==> config.mk <==
export PLATFORM = sky130hd
export DESIGN_NAME = alu1_responder
export DESIGN_NICKNAME = d
export VERILOG_FILES = /design/src/rtl/alu1_responder.sv
export SDC_FILE = /design/constraint.sdc
export NUM_CORES = 2
export LEC_CHECK = 0
export ABC_AREA = 1
export CORE_ASPECT_RATIO = 1.4
export CORE_MARGIN = 2
export CORE_UTILIZATION = 45
export CTS_CLUSTER_SIZE = 12
export DETAILED_ROUTE_END_ITERATION = 8
export PLACE_DENSITY_LB_ADDON = 0.05
export RECOVER_POWER = 50
export SLEW_MARGIN = 15
export SYNTH_ARGS = -nofsm -noshare
export SYNTH_HDL_FRONTEND = slang
export SYNTH_SLANG_ARGS = --single-unit
==> constraint.sdc <==
create_clock -name clk -period 5.9 [get_ports clk]
set_input_delay 1.18 -clock clk [delete_from_list [all_inputs] [get_ports clk]]
set_output_delay 1.18 -clock clk [all_outputs]
set_load 0.02 [all_outputs]
==> src/rtl/alu1_responder.sv <==
// ALU1 command-execution responder: one operation in flight, single-cycle ALU ops,
// iterative shift-add MUL, result returned over a backpressured response handshake.
//
// state  | meaning
// IDLE   | ready for a request; captures operands on req_valid
// MUL    | shift-add multiply, one operand-B bit per cycle, fixed WIDTH cycles
// RESP   | result presented, held until rsp_ready
module alu1_responder #(
    parameter int WIDTH       = 64,
    parameter int CMD_WIDTH   = 4,
    parameter int NR_COMMANDS = 9
) (
    input  logic                 clk,
    input  logic                 rst,
    input  logic                 req_valid,
    output logic                 req_ready,
    input  logic [CMD_WIDTH-1:0] req_cmd,
    input  logic [WIDTH-1:0]     req_in1,
    input  logic [WIDTH-1:0]     req_in2,
    output logic                 rsp_valid,
    input  logic                 rsp_ready,
    output logic [WIDTH-1:0]     rsp_result,
    output logic                 rsp_err,
    output logic [31:0]          op_count
);

    localparam int SHW = $clog2(WIDTH);

    localparam logic [CMD_WIDTH-1:0] CMD_NOP = CMD_WIDTH'(0);
    localparam logic [CMD_WIDTH-1:0] CMD_ADD = CMD_WIDTH'(1);
    localparam logic [CMD_WIDTH-1:0] CMD_SUB = CMD_WIDTH'(2);
    localparam logic [CMD_WIDTH-1:0] CMD_AND = CMD_WIDTH'(3);
    localparam logic [CMD_WIDTH-1:0] CMD_OR  = CMD_WIDTH'(4);
    localparam logic [CMD_WIDTH-1:0] CMD_XOR = CMD_WIDTH'(5);
    localparam logic [CMD_WIDTH-1:0] CMD_SHL = CMD_WIDTH'(6);
    localparam logic [CMD_WIDTH-1:0] CMD_SHR = CMD_WIDTH'(7);
    localparam logic [CMD_WIDTH-1:0] CMD_MUL = CMD_WIDTH'(8);

    typedef enum logic [1:0] {
        S_IDLE = 2'd0,
        S_MUL  = 2'd1,
        S_RESP = 2'd2
    } state_t;

    state_t state, state_nxt;

    logic [WIDTH-1:0] mul_a;
    logic [WIDTH-1:0] mul_b;
    logic [WIDTH-1:0] mul_acc;
    logic [WIDTH-1:0] acc_sum;
    logic [WIDTH-1:0] alu_res;
    logic [SHW-1:0]   mul_cnt;
    logic             mul_last;
    logic             cmd_illegal;

    assign mul_last    = (mul_cnt == SHW'(WIDTH - 1));
    assign acc_sum     = mul_b[0] ? (mul_acc + mul_a) : mul_acc;
    assign cmd_illegal = (32'(req_cmd) >= 32'(NR_COMMANDS));

    assign req_ready = (state == S_IDLE);
    assign rsp_valid = (state == S_RESP);

    always_comb begin
        alu_res = '0;
        case (req_cmd)
            CMD_NOP: alu_res = '0;
            CMD_ADD: alu_res = req_in1 + req_in2;
            CMD_SUB: alu_res = req_in1 - req_in2;
            CMD_AND: alu_res = req_in1 & req_in2;
            CMD_OR:  alu_res = req_in1 | req_in2;
            CMD_XOR: alu_res = req_in1 ^ req_in2;
            CMD_SHL: alu_res = req_in1 << req_in2[SHW-1:0];
            CMD_SHR: alu_res = req_in1 >> req_in2[SHW-1:0];
            default: alu_res = '0;
        endcase
    end

    always_comb begin
        state_nxt = state;
        case (state)
            S_IDLE: begin
                if (req_valid) begin
                    state_nxt = (req_cmd == CMD_MUL) ? S_MUL : S_RESP;
                end
            end
            S_MUL: begin
                if (mul_last) begin
                    state_nxt = S_RESP;
                end
            end
            S_RESP: begin
                if (rsp_ready) begin
                    state_nxt = S_IDLE;
                end
            end
            default: state_nxt = S_IDLE;
        endcase
    end

    always_ff @(posedge clk) begin
        if (rst) begin
            state <= S_IDLE;
        end else begin
            state <= state_nxt;
        end
    end

    always_ff @(posedge clk) begin
        if (rst) begin
            mul_a      <= '0;
            mul_b      <= '0;
            mul_acc    <= '0;
            mul_cnt    <= '0;
            rsp_result <= '0;
            rsp_err    <= 1'b0;
            op_count   <= '0;
        end else begin
            case (state)
                S_IDLE: begin
                    if (req_valid) begin
                        if (req_cmd == CMD_MUL) begin
                            mul_a   <= req_in1;
                            mul_b   <= req_in2;
                            mul_acc <= '0;
                            mul_cnt <= '0;
                            rsp_err <= 1'b0;
                        end else begin
                            rsp_result <= alu_res;
                            rsp_err    <= cmd_illegal;
                        end
                    end
                end
                S_MUL: begin
                    // no early exit on B==0 so MUL latency stays fixed
                    mul_acc <= acc_sum;
                    mul_a   <= mul_a << 1;
                    mul_b   <= mul_b >> 1;
                    mul_cnt <= mul_cnt + SHW'(1);
                    if (mul_last) begin
                        rsp_result <= acc_sum;
                    end
                end
                S_RESP: begin
                    if (rsp_ready) begin
                        op_count <= op_count + 32'd1;
                    end
                end
                default: ;
            endcase
        end
    end

endmodule
### Word-level counts from Yosys, hierarchy flattened

Cells that the tools add are included.

| storage, ports and cells | value |
|---|---|
| register bits after elaboration | 297 |
| output and inout port bits | 99 |

| operators by class | value |
|---|---|
| add/subtract/negate cells | 5 |
| magnitude comparators | 1 |
| equal/unequal tests | 16 |
| shift-type cells | 2 |
| multiplexer cells | 24 |
| bitwise logic cells | 3 |
| reductions and logical operators | 7 |

Operators by type and width:

| kind | count |
|---|---|
| 64-bit two-way mux | 10 |
| 64-bit case mux with 2 select lines | 4 |
| 64-bit case mux with 7 select lines | 1 |
| 64-bit adder | 2 |
| 64-bit bitwise AND | 1 |
| 64-bit OR | 1 |
| 64-bit by 6-bit << shifter with 64-bit output | 1 |
| 64-bit by 6-bit >> shifter with 64-bit output | 1 |
| 64-bit subtractor | 1 |
| 64-bit XOR | 1 |
| 32-bit by 1-bit adder with 32-bit output (second input constant) | 1 |
| 4-bit by 3-bit == test with 1-bit output (second input constant) | 4 |
| 6-bit two-way mux | 2 |
| 6-bit case mux with 2 select lines | 1 |
| 4-bit by 2-bit == test with 1-bit output (second input constant) | 2 |
| 2-bit two-way mux | 4 |
| 6-bit by 1-bit adder with 6-bit output (second input constant) | 1 |
| 6-bit == test (second input constant) | 1 |
| 2-bit != test (second input constant) | 3 |
| 2-bit case mux with 3 select lines | 1 |
| 3-bit AND reduction | 2 |
| 4-bit by 1-bit == test with 1-bit output (second input constant) | 1 |
| 4-bit == test (second input constant) | 1 |
| 4-bit greater-or-equal comparator (second input constant) | 1 |
| 8 further kinds | 10 |

### Logic depth before layout (Yosys ltp)

| depth | value |
|---|---|
| depth after elaboration | 5 |
| mapped depth | 33 |
| gate-level depth less buffers | 29 |

### Worst setup path after synthesis

Ideal clock, no wire load.

| path | value |
|---|---|
| path kind | input to register |
| start | in req_in2[1] |
| end | reg rsp_result[63] |
| arrival | 4.543 ns |
| required time | 5.791 ns |
| slack | 1.248 ns |
| cell stages on the path | 31 |
| cell sequence | buf_6 inv_2 buf_2 buf_2 buf_4 ha_1 nand3_4 nor2_4 nand2_2 nor2_4 nand2_2 o21ai_2 nand2_2 a21oi_1 nand2_1 xor2_1 ha_1 nand2_1 nor2_1 nand2_1 nor2_1 and3_1 nand2_1 nand2_1 nand2_1 nand3_1 nand2_1 nand2_1 nand3_1 nand2_1 inv_1 |

| on the way | value |
|---|---|
| longest elaborated chain between the ends | 5 |
| elaborated cells on any way between the ends | 8 |
| classes of those cells | add/sub: 2; shift: 2; mux: 4 |

Ends and longest elaborated chain:

| what | line | source |
|---|---|---|
| start, declared | 19 | `input logic [WIDTH-1:0] req_in2,` |
| 64-bit subtractor (tied with other cells) | 68 | `CMD_SUB: alu_res = req_in1 - req_in2;` |
| 64-bit case mux with 7 select lines (*) | 65 | `case (req_cmd)` |
| 64-bit two-way mux (*) | 121 | `if (req_cmd == CMD_MUL) begin` |
| 64-bit two-way mux (*) | 120 | `if (req_valid) begin` |
| 64-bit case mux with 2 select lines (*) | 118 | `case (state)` |
| end signal, assigned | 128 | `rsp_result <= alu_res;` |
| end signal, assigned | 140 | `rsp_result <= acc_sum;` |
| end, declared | 22 | `output logic [WIDTH-1:0] rsp_result,` |

Every way passes the cells marked *; elsewhere a longest branch is shown, timed or not. The select of a mux whose other input is x is not followed.
A chain may end at the register's enable or synchronous reset.

### Final worst setup path

| path | value |
|---|---|
| start | in req_in2[20] |
| end | reg rsp_result[36] |

| on the way | value |
|---|---|
| longest elaborated chain between the ends | 5 |
| elaborated cells on any way between the ends | 6 |
| classes of those cells | add/sub: 2; mux: 4 |

Ends and longest elaborated chain:

| what | line |
|---|---|
| 64-bit subtractor or 64-bit adder (tied branches) | 68, 67 |
| 64-bit case mux with 7 select lines (*) | 65 |
| 64-bit two-way mux (*) | 121 |
| 64-bit two-way mux (*) | 120 |
| 64-bit case mux with 2 select lines (*) | 118 |

Marked as above.

==> key figures <==
Status
  • Status: finished with violations
  • Failing checks: capacitance limit, slew limit

Timing
  • Fin Hold WS: 0.479 ns
  • Fin Clk Skew: 0.0218 ns
  • Worst Max-Slew Pin Slew: 2.91 ns
  • Post-route setup TNS: 0 ns
  • Unrepaired setup endpoints after global routing: no
  • Slew headroom: -94.1%
  • Final min period: 5.59 ns
  • Final setup vio count: 0
  • Period utilisation layout: 94.7%
  • F_max: 179 MHz
  • Final Hold Vio Count: 0
  • Final Max Tran Viols: 99

Route
  • Post-DR wirelength/cell: 26.6 um
  • Via count: 49000
  • Pre-antenna DRT Iters: 6
  • Vias per inst: 6.11
  • DRT Wirelength: 214 mm
  • Remaining antenna violation count: 0
  • DR iter-0 viols: 5739
  • DR DRC count: 0

Floorplan
  • Rows: 124
  • Die width: 245 um
  • Initial Utilization: 45.2%
  • Core ar.: 0.0813 mm^2
  • Die ar.: 0.0840 mm^2
  • Die height: 342 um
  • Top Ports: 235

Power and ir drop
  • Static Leakage: 20.8 nW
  • VDD IR-drop max: 0.000266 V
  • PwrDens: 236 mW/mm^2
  • Power, Total: 10.0 mW

Logic synthesis
  • Post-synth EDFFs: 0
  • Yosys reg bits: 297
  • Cells after Synth: 6674
  • XOR/XNOR Fraction of Synth Area: 1.98%
  • Synth Area in Simple Gates: 43.6%
  • Post-synthesis mux area share: 0.109%
  • Post-synthesis average cell area: 5.50 um^2
  • Synth warn: 0
  • Mapped Nets: 7070
  • Async SR Flop Fraction: 0%
  • Largest family of logic cells by synthesized area: simple AND/OR/NAND/NOR gates
  • Synth Cell Area: 0.0367 mm^2
  • Post-synth top flop: dfxtp_1
  • Post-Synth Adder-Cell Area: 8.90%
  • Compound-gate portion of the synthesized area: 17.7%
  • Netlist cell types: 58
  • Register area share after synthesis: 16.2%

Setup path
  • Startpoint type of the worst setup path: input pin
  • Crit path cell chain: clkdlybuf4s50_1 > nor4_1 > inv_1 > o31ai_1 > nand2_1 > xor2_1 > ha_1 > nand2_1 > inv_1 > nand2_1 > nor2_1 > inv_1 > nor2_1 > nand3_1 > nand4_1 > nand3_1 > nand2_1 > nand2_1 > a21oi_1
  • CP max stage delay: 0.73 ns
  • Crit end category: flop
  • Most used cell, CP: nand2_1
  • Worst path arrival time: 6.12 ns
  • Max FO, Critical Path: 6
  • Critical path class: input pin to flop
  • Slowest stage cell, crit path: clkdlybuf4s50_1
  • Required @ worst endpoint: 6.43 ns

Layout
  • Nets: 7306
  • Final std cells w/o fill: 8015
  • Layout cells sized above 1: 6.09%
  • Area delta synth->final: 15.4%
  • Commonest non-fill, non-tap cells in the layout: 2132 x nand2_1, 845 x nand3_1, 755 x inv_1
  • Most common cell after layout, fill and taps aside: nand2_1
  • # fillers: 8812

Clock network
  • Clock Path Buffers: 3
  • Htree depth: 2
  • CTS tree: done
  • TritonCTS Sinks: 297
  • Clk Latency, worst-skew pair: 0.60 ns
  • Post-cts resize count: 0
  • Root buffer cell: clkbuf_16
  • Clock-pin transition on the worst setup and hold timing paths: 0.06 ns
  • CTS buffer count: 36
  • Setup bufs post-CTS: 0
  • Hold buffers post-CTS: 0

Global route
  • Largest net degree at the start of global routing: 121
  • First-pass GRT wire length: 301 mm
  • Initial antenna violation count: 19
  • Vias in the first global route: 45600
  • Tot GR Track Use: 49.2%
  • Gr ovfl total: 0

Place
  • GPL Wtd Cong: 1.09
  • Post-DP HPWL: 168 mm
  • Port Buf Inserts: 234
  • Placed cell count: 7943

Hold path
  • Min-Delay Path Class: flop to flop

Job
  • Max cap viols: 2
[layout make-up]
type	count	area, um^2	area share (%)
timing repair buffer	503	4410	10.4
tap	1071	1340	3.16
clock buffer	50	1020	2.41
inverter	778	2940	6.93
antenna	11	27.5	0.0649
multi-input combinational	5294	26600	62.7
sequential	297	5950	14.0
clock inverter	11	124	0.292
[logic make-up after synthesis]
| kind of cell | after synthesis |
|---|---|
| buffers and inverters | 1083 |
| and+or+nand+nor | 3785 |
| muxes | 4 |
| xor gates and xnor gates | 83 |
| adders and majority gates | 260 |
| DFF | 297 |
| AOI/OAI and AO/OA | 1162 |
[worst max-delay path: cells and delay by family]
kind | cells | cell delay [ns]
buffers and inverters | 4 | 1.11
AO/OA/AOI/OAI | 2 | 0.56
XOR/XNOR | 1 | 0.41
AND/OR/NAND/NOR | 11 | 2.54
adder cells (fa/ha/maj) | 1 | 0.29
[power breakdown]
part	switching, mW	internal, mW	leakage (nW)
logic	3.44	1.50	17.8
registers	0.368	2.40	2.43
clock network	1.03	1.27	0.557
[registers in the layout, indices dropped and copies added (netlist names)]
| name | cells |
|---|---|
| mul_cnt | 6 |
| rsp_result | 64 |
| rsp_err | 1 |
| mul_a | 64 |
| state | 2 |
| mul_acc | 64 |
| mul_b | 64 |
| op_count | 32 |
[cells in the mapped netlist (4+ instances only)]
master,instances,area share (%)
or2_2,33,0.56
nand2_1,2131,22
inv_1,757,7.7
o211ai_1,75,1.5
buf_6,6,0.18
a21oi_1,439,6.0
buf_2,63,0.86
nor2_2,4,0.068
mux2i_1,4,0.11
clkbuf_1,174,1.8
nand3b_1,16,0.33
o21a_1,27,0.55
ha_1,258,8.8
nor2_1,536,5.5
and2_1,21,0.36
o31ai_1,6,0.12
nand4_1,63,1.1
nor2_4,9,0.28
xnor2_1,7,0.17
nor4_1,17,0.29
o21bai_1,25,0.51
nand2_2,12,0.20
nand3_1,845,12
a221oi_1,33,0.79
o21ai_0,344,4.7
o21ai_1,48,0.65
xor2_1,76,1.8
buf_1,52,0.53
buf_4,10,0.20
a31oi_1,150,2.6
nor3_1,82,1.1
dfxtp_1,297,16
inv_2,17,0.17
[worst paths after layout]
path,from,endpoint,slack (ns),cells past startpoint
setup reg to reg,mul_a[0],rsp_result[44],2.38,16
setup / recovery,req_in2[20],rsp_result[36],0.31,19
hold reg to reg,mul_b[3],mul_b[2],0.48,2
hold / removal,mul_b[3],mul_b[2],0.48,2
[per-layer routing]
layer | up-vias | part of all wire, % | GRT usage, %
li1 | 22500 | - | -
met1 | 22500 | 35 | 53.8
met2 | 3036 | 43 | 77.7
met3 | 1005 | 10 | 12.5
met4 | 4 | 12 | 46.2
met5 | - | 0.013 | 0
[stage by stage]
stage	setup slack, ns	utilization [%]	area (um^2)
after floorplan	1.25	-	36700
after global placement	-0.0448	50.7	41200
after detailed placement	-0.0351	50.7	41200
after CTS	0.549	52.1	42400
after global routing	0.263	52.1	42400
final	0.310	52.1	42400
Power figures use the tool's default switching activity.
